$ cat src/rtl/image_pkg.sv
// Shared header for the frame-writer slice: FSM encodings, pair-word
// byte lanes, default geometry and small pixel-pair helpers.
package image_pkg;

  typedef enum logic [1:0] {
    ST_IDLE    = 2'd0,
    ST_ARMED   = 2'd1,
    ST_CAPTURE = 2'd2,
    ST_DONE    = 2'd3
  } wr_state_t;

  localparam int PAIR_BYTES = 6;

  localparam int LANE_R0 = 0;
  localparam int LANE_G0 = 1;
  localparam int LANE_B0 = 2;
  localparam int LANE_R1 = 3;
  localparam int LANE_G1 = 4;
  localparam int LANE_B1 = 5;

  localparam int DEF_WIDTH  = 768;
  localparam int DEF_HEIGHT = 512;
  localparam int DEF_ADDR_W = 18;

  function automatic logic [47:0] pack_pair(
    input logic [7:0] r0,
    input logic [7:0] g0,
    input logic [7:0] b0,
    input logic [7:0] r1,
    input logic [7:0] g1,
    input logic [7:0] b1
  );
    logic [47:0] w;
    w = '0;
    w[8*LANE_R0 +: 8] = r0;
    w[8*LANE_G0 +: 8] = g0;
    w[8*LANE_B0 +: 8] = b0;
    w[8*LANE_R1 +: 8] = r1;
    w[8*LANE_G1 +: 8] = g1;
    w[8*LANE_B1 +: 8] = b1;
    return w;
  endfunction

  function automatic logic [31:0] pair_sum(
    input logic [47:0] w
  );
    logic [31:0] s;
    s = '0;
    for (int i = 0; i < PAIR_BYTES; i++) begin
      s = s + {24'd0, w[8*i +: 8]};
    end
    return s;
  endfunction

endpackage

$ cat src/rtl/pair_addr_gen.sv
// Pair-word address generator: col/row counters with row reversal.
// Ports: HCLK, HRESET, clr, step in; addr, last_pair out.
module pair_addr_gen #(
  parameter int WIDTH  = 768,
  parameter int HEIGHT = 512,
  parameter int ADDR_W = 18
) (
  input  logic              HCLK,
  input  logic              HRESET,
  input  logic              clr,
  input  logic              step,
  output logic [ADDR_W-1:0] addr,
  output logic              last_pair
);

  localparam int PAIRS = WIDTH / 2;
  localparam int CW = (PAIRS > 1) ? $clog2(PAIRS) : 1;
  localparam int RW = (HEIGHT > 1) ? $clog2(HEIGHT) : 1;

  localparam logic [ADDR_W-1:0] TOP_BASE =
    ADDR_W'((HEIGHT - 1) * PAIRS);
  localparam logic [ADDR_W-1:0] ROW_STEP =
    ADDR_W'(PAIRS);

  logic [CW-1:0]     col;
  logic [RW-1:0]     row;
  logic [ADDR_W-1:0] base;
  logic              col_last;
  logic              row_last;

  assign col_last  = (col == CW'(PAIRS - 1));
  assign row_last  = (row == RW'(HEIGHT - 1));
  assign last_pair = col_last & row_last;

  // base tracks (HEIGHT-1-row)*PAIRS so no multiplier is needed
  assign addr = base + ADDR_W'(col);

  always_ff @(posedge HCLK or negedge HRESET) begin
    if (!HRESET) begin
      col  <= '0;
      row  <= '0;
      base <= TOP_BASE;
    end else if (clr) begin
      col  <= '0;
      row  <= '0;
      base <= TOP_BASE;
    end else if (step) begin
      if (col_last) begin
        col <= '0;
        // last row holds; only a new frame restarts it
        if (!row_last) begin
          row  <= row + 1'b1;
          base <= base - ROW_STEP;
        end
      end else begin
        col <= col + 1'b1;
      end
    end
  end

endmodule

$ cat src/rtl/bmp_frame_writer.sv
// Frame capture sink: writes VSYNC/HSYNC framed pixel pairs bottom-up
// into a 48-bit frame-buffer port. Optional macro: PIXEL_SUM_EN.
// Ports: HCLK, HRESET, VSYNC, HSYNC, DATA_{R,G,B}{0,1} in;
//        wr_en, wr_addr, wr_data, write_done, frame_abort,
//        overrun, frame_sum out.
module bmp_frame_writer
  import image_pkg::*;
#(
  parameter int WIDTH  = DEF_WIDTH,
  parameter int HEIGHT = DEF_HEIGHT,
  parameter int ADDR_W = DEF_ADDR_W
) (
  input  logic              HCLK,
  input  logic              HRESET,
  input  logic              VSYNC,
  input  logic              HSYNC,
  input  logic [7:0]        DATA_R0,
  input  logic [7:0]        DATA_G0,
  input  logic [7:0]        DATA_B0,
  input  logic [7:0]        DATA_R1,
  input  logic [7:0]        DATA_G1,
  input  logic [7:0]        DATA_B1,
  output logic              wr_en,
  output logic [ADDR_W-1:0] wr_addr,
  output logic [47:0]       wr_data,
  output logic              write_done,
  output logic              frame_abort,
  output logic              overrun,
  output logic [31:0]       frame_sum
);

  wr_state_t         state_q;
  wr_state_t         state_d;
  logic              do_write;
  logic              clr;
  logic              abort;
  logic              stray;
  logic [ADDR_W-1:0] addr;
  logic              last_pair;
  logic [47:0]       word;

  assign word = pack_pair(DATA_R0, DATA_G0, DATA_B0,
                          DATA_R1, DATA_G1, DATA_B1);

  pair_addr_gen #(
    .WIDTH  (WIDTH),
    .HEIGHT (HEIGHT),
    .ADDR_W (ADDR_W)
  ) u_addr (
    .HCLK      (HCLK),
    .HRESET    (HRESET),
    .clr       (clr),
    .step      (do_write),
    .addr      (addr),
    .last_pair (last_pair)
  );

  always_ff @(posedge HCLK or negedge HRESET) begin
    if (!HRESET) begin
      state_q <= ST_IDLE;
    end else begin
      state_q <= state_d;
    end
  end

  always_comb begin
    state_d  = state_q;
    do_write = 1'b0;
    clr      = 1'b0;
    abort    = 1'b0;
    stray    = 1'b0;
    unique case (state_q)
      ST_IDLE: begin
        stray = HSYNC;
        if (VSYNC) state_d = ST_ARMED;
      end
      ST_ARMED: begin
        stray = HSYNC;
        if (!VSYNC) begin
          state_d = ST_CAPTURE;
          clr     = 1'b1;
        end
      end
      ST_CAPTURE: begin
        // VSYNC outranks HSYNC: restart, drop the pair
        if (VSYNC) begin
          state_d = ST_ARMED;
          abort   = 1'b1;
        end else if (HSYNC) begin
          do_write = 1'b1;
          if (last_pair) state_d = ST_DONE;
        end
      end
      ST_DONE: begin
        stray = HSYNC;
        if (VSYNC) state_d = ST_ARMED;
      end
      default: state_d = ST_IDLE;
    endcase
  end

  always_ff @(posedge HCLK or negedge HRESET) begin
    if (!HRESET) begin
      wr_en       <= 1'b0;
      wr_addr     <= '0;
      wr_data     <= '0;
      write_done  <= 1'b0;
      frame_abort <= 1'b0;
      overrun     <= 1'b0;
    end else begin
      wr_en       <= do_write;
      frame_abort <= abort;
      if (do_write) begin
        wr_addr <= addr;
        wr_data <= word;
      end
      if (stray) overrun <= 1'b1;
      if (clr) begin
        write_done <= 1'b0;
      end else if (do_write && last_pair) begin
        write_done <= 1'b1;
      end
    end
  end

`ifdef PIXEL_SUM_EN
  logic [31:0] sum_q;

  always_ff @(posedge HCLK or negedge HRESET) begin
    if (!HRESET) begin
      sum_q <= '0;
    end else if (clr) begin
      sum_q <= '0;
    end else if (do_write) begin
      sum_q <= sum_q + pair_sum(word);
    end
  end

  assign frame_sum = sum_q;
`else
  assign frame_sum = '0;
`endif

endmodule

$ cat config.mk
export PLATFORM = sky130hd
export DESIGN_NAME = bmp_frame_writer
export DESIGN_NICKNAME = d
export VERILOG_FILES = /design/src/rtl/image_pkg.sv /design/src/rtl/pair_addr_gen.sv /design/src/rtl/bmp_frame_writer.sv
export SDC_FILE = /design/constraint.sdc
export NUM_CORES = 1
export LEC_CHECK = 0
export BUFFER_PORTS_ARGS = -buffer_cell sky130_fd_sc_hd__buf_2
export CAP_MARGIN = 20
export CORE_MARGIN = 8
export CORE_UTILIZATION = 25
export CTS_CLUSTER_SIZE = 28
export DETAILED_ROUTE_END_ITERATION = 10
export GPL_TIMING_DRIVEN = 0
export SKIP_LAST_GASP = 1
export SLEW_MARGIN = 20
export SYNTH_ARGS = -nofsm -noshare
export SYNTH_HDL_FRONTEND = slang
export SYNTH_SLANG_ARGS = --single-unit
$ cat constraint.sdc
create_clock -name HCLK -period 3 [get_ports HCLK]
set_input_delay 0.9 -clock HCLK [delete_from_list [all_inputs] [get_ports HCLK]]
set_output_delay 0.9 -clock HCLK [all_outputs]
set_load 0.03 [all_outputs]
[Word level (Yosys, flattened, before mapping)]
Cells that the tools add are included.
Operators by class
  $add $sub $neg: 4
  equal/unequal tests: 10
  muxes and demuxes: 27
  bitwise gates (word level): 1
  reduce and logical (&&, ||, !) cells: 9
Operators by type and width (number)
  $mux W18: 4
  $mux W9: 7
  $add A18 B9 Y18: 1
  $add A9 B1 Y9 const B: 2
  $eq A9 B9 Y1 const B: 2
  $sub A18 B9 Y18 const B: 1
  $mux W1: 10
  $mux W2: 5
  $ne A3 B3 Y1 const B: 2
  $pmux W2 S3: 1
  $reduce_bool A2 Y1: 3
  $eq A2 B2 Y1 const B: 2
  $ne A2 B2 Y1 const B: 2
  $reduce_and A4 Y1: 1
  $reduce_and A3 Y1: 1
  $reduce_or A3 Y1: 1
  $eq A2 B1 Y1 const B: 1
  $logic_not A2 Y1: 1
  $ne A2 B1 Y1 const B: 1
  $reduce_or A2 Y1: 1
  $and A1 B1 Y1: 1
  $logic_and A1 B1 Y1: 1
Storage, ports and cells
  register bits after elaboration: 108
  output and inout bits: 102
  word-level logic and storage cells: 61

[Depth between registers and ports, before layout]
  depth after elaboration: 6
  depth in mapped cells: 10

[By module]
A second synthesis with hierarchy kept.
Second synthesis, totals
  cell total of the unflattened synthesis: 405
  area total of the unflattened synthesis: 4895.9 µm²
By module, submodules not included
  bmp_frame_writer: times used 1, cells each 199, area each 3066.7 µm²
  pair_addr_gen: times used 1, cells each 206, area each 1829.3 µm²

[Worst setup path before layout]
Ideal clock, no wire load.
  path kind: reg2reg
  from: register u_addr.row[0]
  to: register u_addr.base[16]
  library setup time: 0.132 ns
  arrival: 2.170 ns
  data required time: 2.868 ns
  setup slack: 0.698 ns
  cell stages (with the launch flop): 11
  path buffers: 1
  cells stage by stage: dfrtp_1 > ha_1 > and3_1 > and3_1 > ha_1 > nand4bb_1 > nor4_4 > buf_6 > nand3_1 > xnor2_1 > nor2_1
Between the ends
  word-level cells in the longest chain between the ends: 3
RTL lines
  start: declaration: RTL line pair_addr_gen.sv:26  | logic [RW-1:0] row;
  start signal: assignment: RTL line pair_addr_gen.sv:52  | row <= row + 1'b1;
  $eq A9 B9 Y1: RTL line pair_addr_gen.sv:32  | assign row_last = (row == RW'(HEIGHT - 1));
  $ne A2 B2 Y1 (no line)
  $reduce_and A3 Y1 (no line)
  end signal: assignment: RTL line pair_addr_gen.sv:53  | base <= base - ROW_STEP;
  end: declaration: RTL line pair_addr_gen.sv:27  | logic [ADDR_W-1:0] base;
Every way passes these cells.
A chain may end at the register's enable or synchronous reset.

[Final worst setup path]
Ends and elaborated chain as after synthesis.

==> impl_metrics.tcl <==
set metrics [dict create \
    max_freq_mhz 391 \
    p_total_mw 5.01 \
    cts_tree "built" \
    post_cts_buffers 0 \
    via_count 3842 \
    finalHoldViolations 0 \
    r2r_start "u_addr.row[0]" \
    setup_ws_ns 0.443 \
    grt_usage 0.108 \
    crit_start "u_addr.row[0]" \
    synth-seq-cells 101 \
    cts_htree_levels 3 \
    synthFlopType "dfrtp_1" \
    layout-drive-gt1-share 0.272 \
    cts_sinks 101 \
    syn_inst 520 \
    synthAdderAreaFrac 0.0238 \
    crit_family "simple AND/OR/NAND/NOR gates" \
    period_minus_slack_ns 2.56 \
    initial_utilization 0.253 \
    synth_edf_count 0 \
    startpoint_type "register" \
    fin_cells 924 \
    min_period_over_period 0.852 \
    worst-path-stages 10 \
    synthArstFlopShare 1.00 \
    fin_skew_ns 0.0117 \
    finalMaxSlewViolations 0 \
    grt_pass1_vias 3795 \
    hpwlAfterDp_um 9300 \
    grt_start_max_net_pins 66 \
    hold-worst-slack_ns 0.441 \
    cts_root_buffer "clkbuf_16" \
    drv_cap 0 \
    worst_pin_slew_ns 0.538 \
    finalNetCount 746 \
    cts_max_path_buffers 2 \
    std_cell_rows 50 \
    cp_max_fo 10 \
    clk_latency_ns 0.36 \
    drt_wl_total_um 12400 \
    wire_per_inst_um 13.5 \
    crit_buf_inv 1 \
    r2r_end "u_addr.base[16]" \
    synthDistinctLibCells 39 \
    critical-path-max-stage-delay_ns 0.43 \
    die_area_sq_mm 0.0235 \
    ios 154 \
    dp_cells 908 \
    synth-compound-area-share 0.0445 \
    synth_xor_area_frac 0.0556 \
    worstSetupPathType "register to register" \
    viasPerCell 4.16 \
    finalSetupViolCount 0 \
    end_kind "register" \
    muxShareOfSynthArea 0.00848 \
    dp_slack_ns 0.404 \
    overflow 0 \
    status "finished clean" \
    powerDensity_mw_per_mm2 824 \
    core_region_area_sq_mm 0.0186 \
    antenna_cells 0 \
    postCtsHoldBufs 0 \
    yosys_warnings 0 \
    cts_resized 0 \
    syn_area_sq_mm 0.00472 \
    rr_worst_depth 10 \
    crit_arrival_ns 2.78 \
    ant_nets 0 \
    worstPathRequired_ns 3.23 \
    place.gp.congestion 0.764 \
    drc 0 \
    synthToLayoutAreaGrowth_pct 28.8 \
    endpoint "u_addr.base[16]" \
    critical-path-slowest-cell "nor4_4" \
    ir_drop_mv 0.246 \
    die_w_um 153 \
    cp_cell_sequence "ha_1, and3_1, and3_1, ha_1, nand4bb_1, nor4_4, buf_6, nand3_1, xnor2_1, nor2_1" \
    leakage_nw 3.26 \
    io_buffers 121 \
    cts_buffers 9 \
    clk_pin_slew_ns 0.08 \
    antenna_found_initial 0 \
    fillCellCount 1947 \
    min_path_type "primary input to asynchronous set/reset pin" \
    synth-simple-area-share 0.247 \
    slew_headroom 0.642 \
    rsz0062_at_grt "false" \
    grt_pass1_wl_um 20400 \
    drtIter0Drc 191 \
    synth_top_family_by_area "simple AND/OR/NAND/NOR gates" \
    drtPass1Iterations 4 \
    fp.dieH_um 153 \
    yosysSeqAreaShare 0.538 \
    r2r_slack_ns 0.44 \
    avgSynthCellArea_sq_um 9.08 \
]
## area by class of cell
type                    instances  area, sq um  area share
plain buffers                  58          359      0.0591
clock buffers                   9          225      0.0370
clock inverters                 7         81.3      0.0134
inverters                       7         26.3     0.00432
multi-input cells             386         1920       0.315
flip-flops and latches        101         2540       0.417
well taps                     234          293      0.0481
repair buffers                122          639       0.105
## synth_stat cells, types with 9 or more instances
cell | n | area (sq um)
buf_4 | 32 | 240
o21ai_0 | 17 | 85.1
a21oi_1 | 14 | 70.1
xor2_1 | 18 | 158
dfrtp_1 | 92 | 2300
xnor2_1 | 12 | 105
ha_1 | 9 | 113
nand3_1 | 14 | 70.1
dfstp_2 | 9 | 236
nor2_1 | 22 | 82.6
nand2_1 | 197 | 739
clkbuf_1 | 13 | 48.8
## power by group
| group | total (mW) | internal, mW | switching, mW |
|---|---|---|---|
| Clock | 1.21 | 0.660 | 0.554 |
| Sequential | 1.95 | 1.75 | 0.201 |
| Combinational | 1.85 | 0.500 | 1.35 |
| Total | 5.01 | 2.91 | 2.10 |
## cell families (layout without fill, tap and decap cells)
kind of cell	after synthesis	count (layout)
other	1	33
multiplexers	4	4
AO/OA/AOI/OAI	38	38
buffers and inverters	65	203
XOR/XNOR	30	30
adder cells (fa/ha/maj)	9	9
flip-flops	101	101
AND/OR/NAND/NOR	272	272
## worst reg2reg max path, stage by stage (launching register included)
cell	delay, ns
dfrtp_1	0.41
ha_1	0.22
and3_1	0.21
and3_1	0.17
ha_1	0.21
nand4bb_1	0.25
nor4_4	0.43
buf_6	0.21
nand3_1	0.09
xnor2_1	0.18
nor2_1	0.05
## routing by layer
layer / routed length, um / up-vias / GRT usage
li1: - / 1935 / -
met2: 5610 / 112 / 0.169
met4: 218 / 0 / 0.0476
met3: 864 / 13 / 0.0352
met5: 0 / - / 0
met1: 5750 / 1782 / 0.133
## flip-flops by register name (all words and copies together) (netlist names)
name,count
state_q,2
u_addr.base,11
write_done,1
wr_addr,18
wr_en,1
overrun,1
frame_abort,1
wr_data,48
u_addr.col,9
u_addr.row,9
## worst min-delay path by stage
stage | startpoint | to | cells past startpoint
CTS | HRESET | wr_addr[6] | 1
floorplan | u_addr.row[8] | u_addr.row[8] | 2
detailed placement | wr_data[7] | wr_data[7] | 2
global route | HRESET | wr_addr[10] | 1
finish | HRESET | wr_addr[6] | 1
global placement | overrun | overrun | 1
## cells in the final DEF, fill, tap and decap left out, types with 12 or more instances in the layout
cell,n
a21oi_1,14
buf_4,32
o21ai_0,17
conb_1,33
buf_2,125
dfrtp_1,92
nor2_1,22
xnor2_1,12
clkbuf_1,13
xor2_1,18
nand2_1,197
nand3_1,14
## metrics by stage
stage,setup TNS [ns],instance area [sq um],utilization
2_1_floorplan,0,4840,-
3_3_place_gp,-14.46,5740,0.308
3_5_place_dp,0,5770,0.310
4_1_cts,0,6080,0.326
5_1_grt,0,6080,0.326
6_report,0,6080,0.326
(Power assumes the default switching activity.)
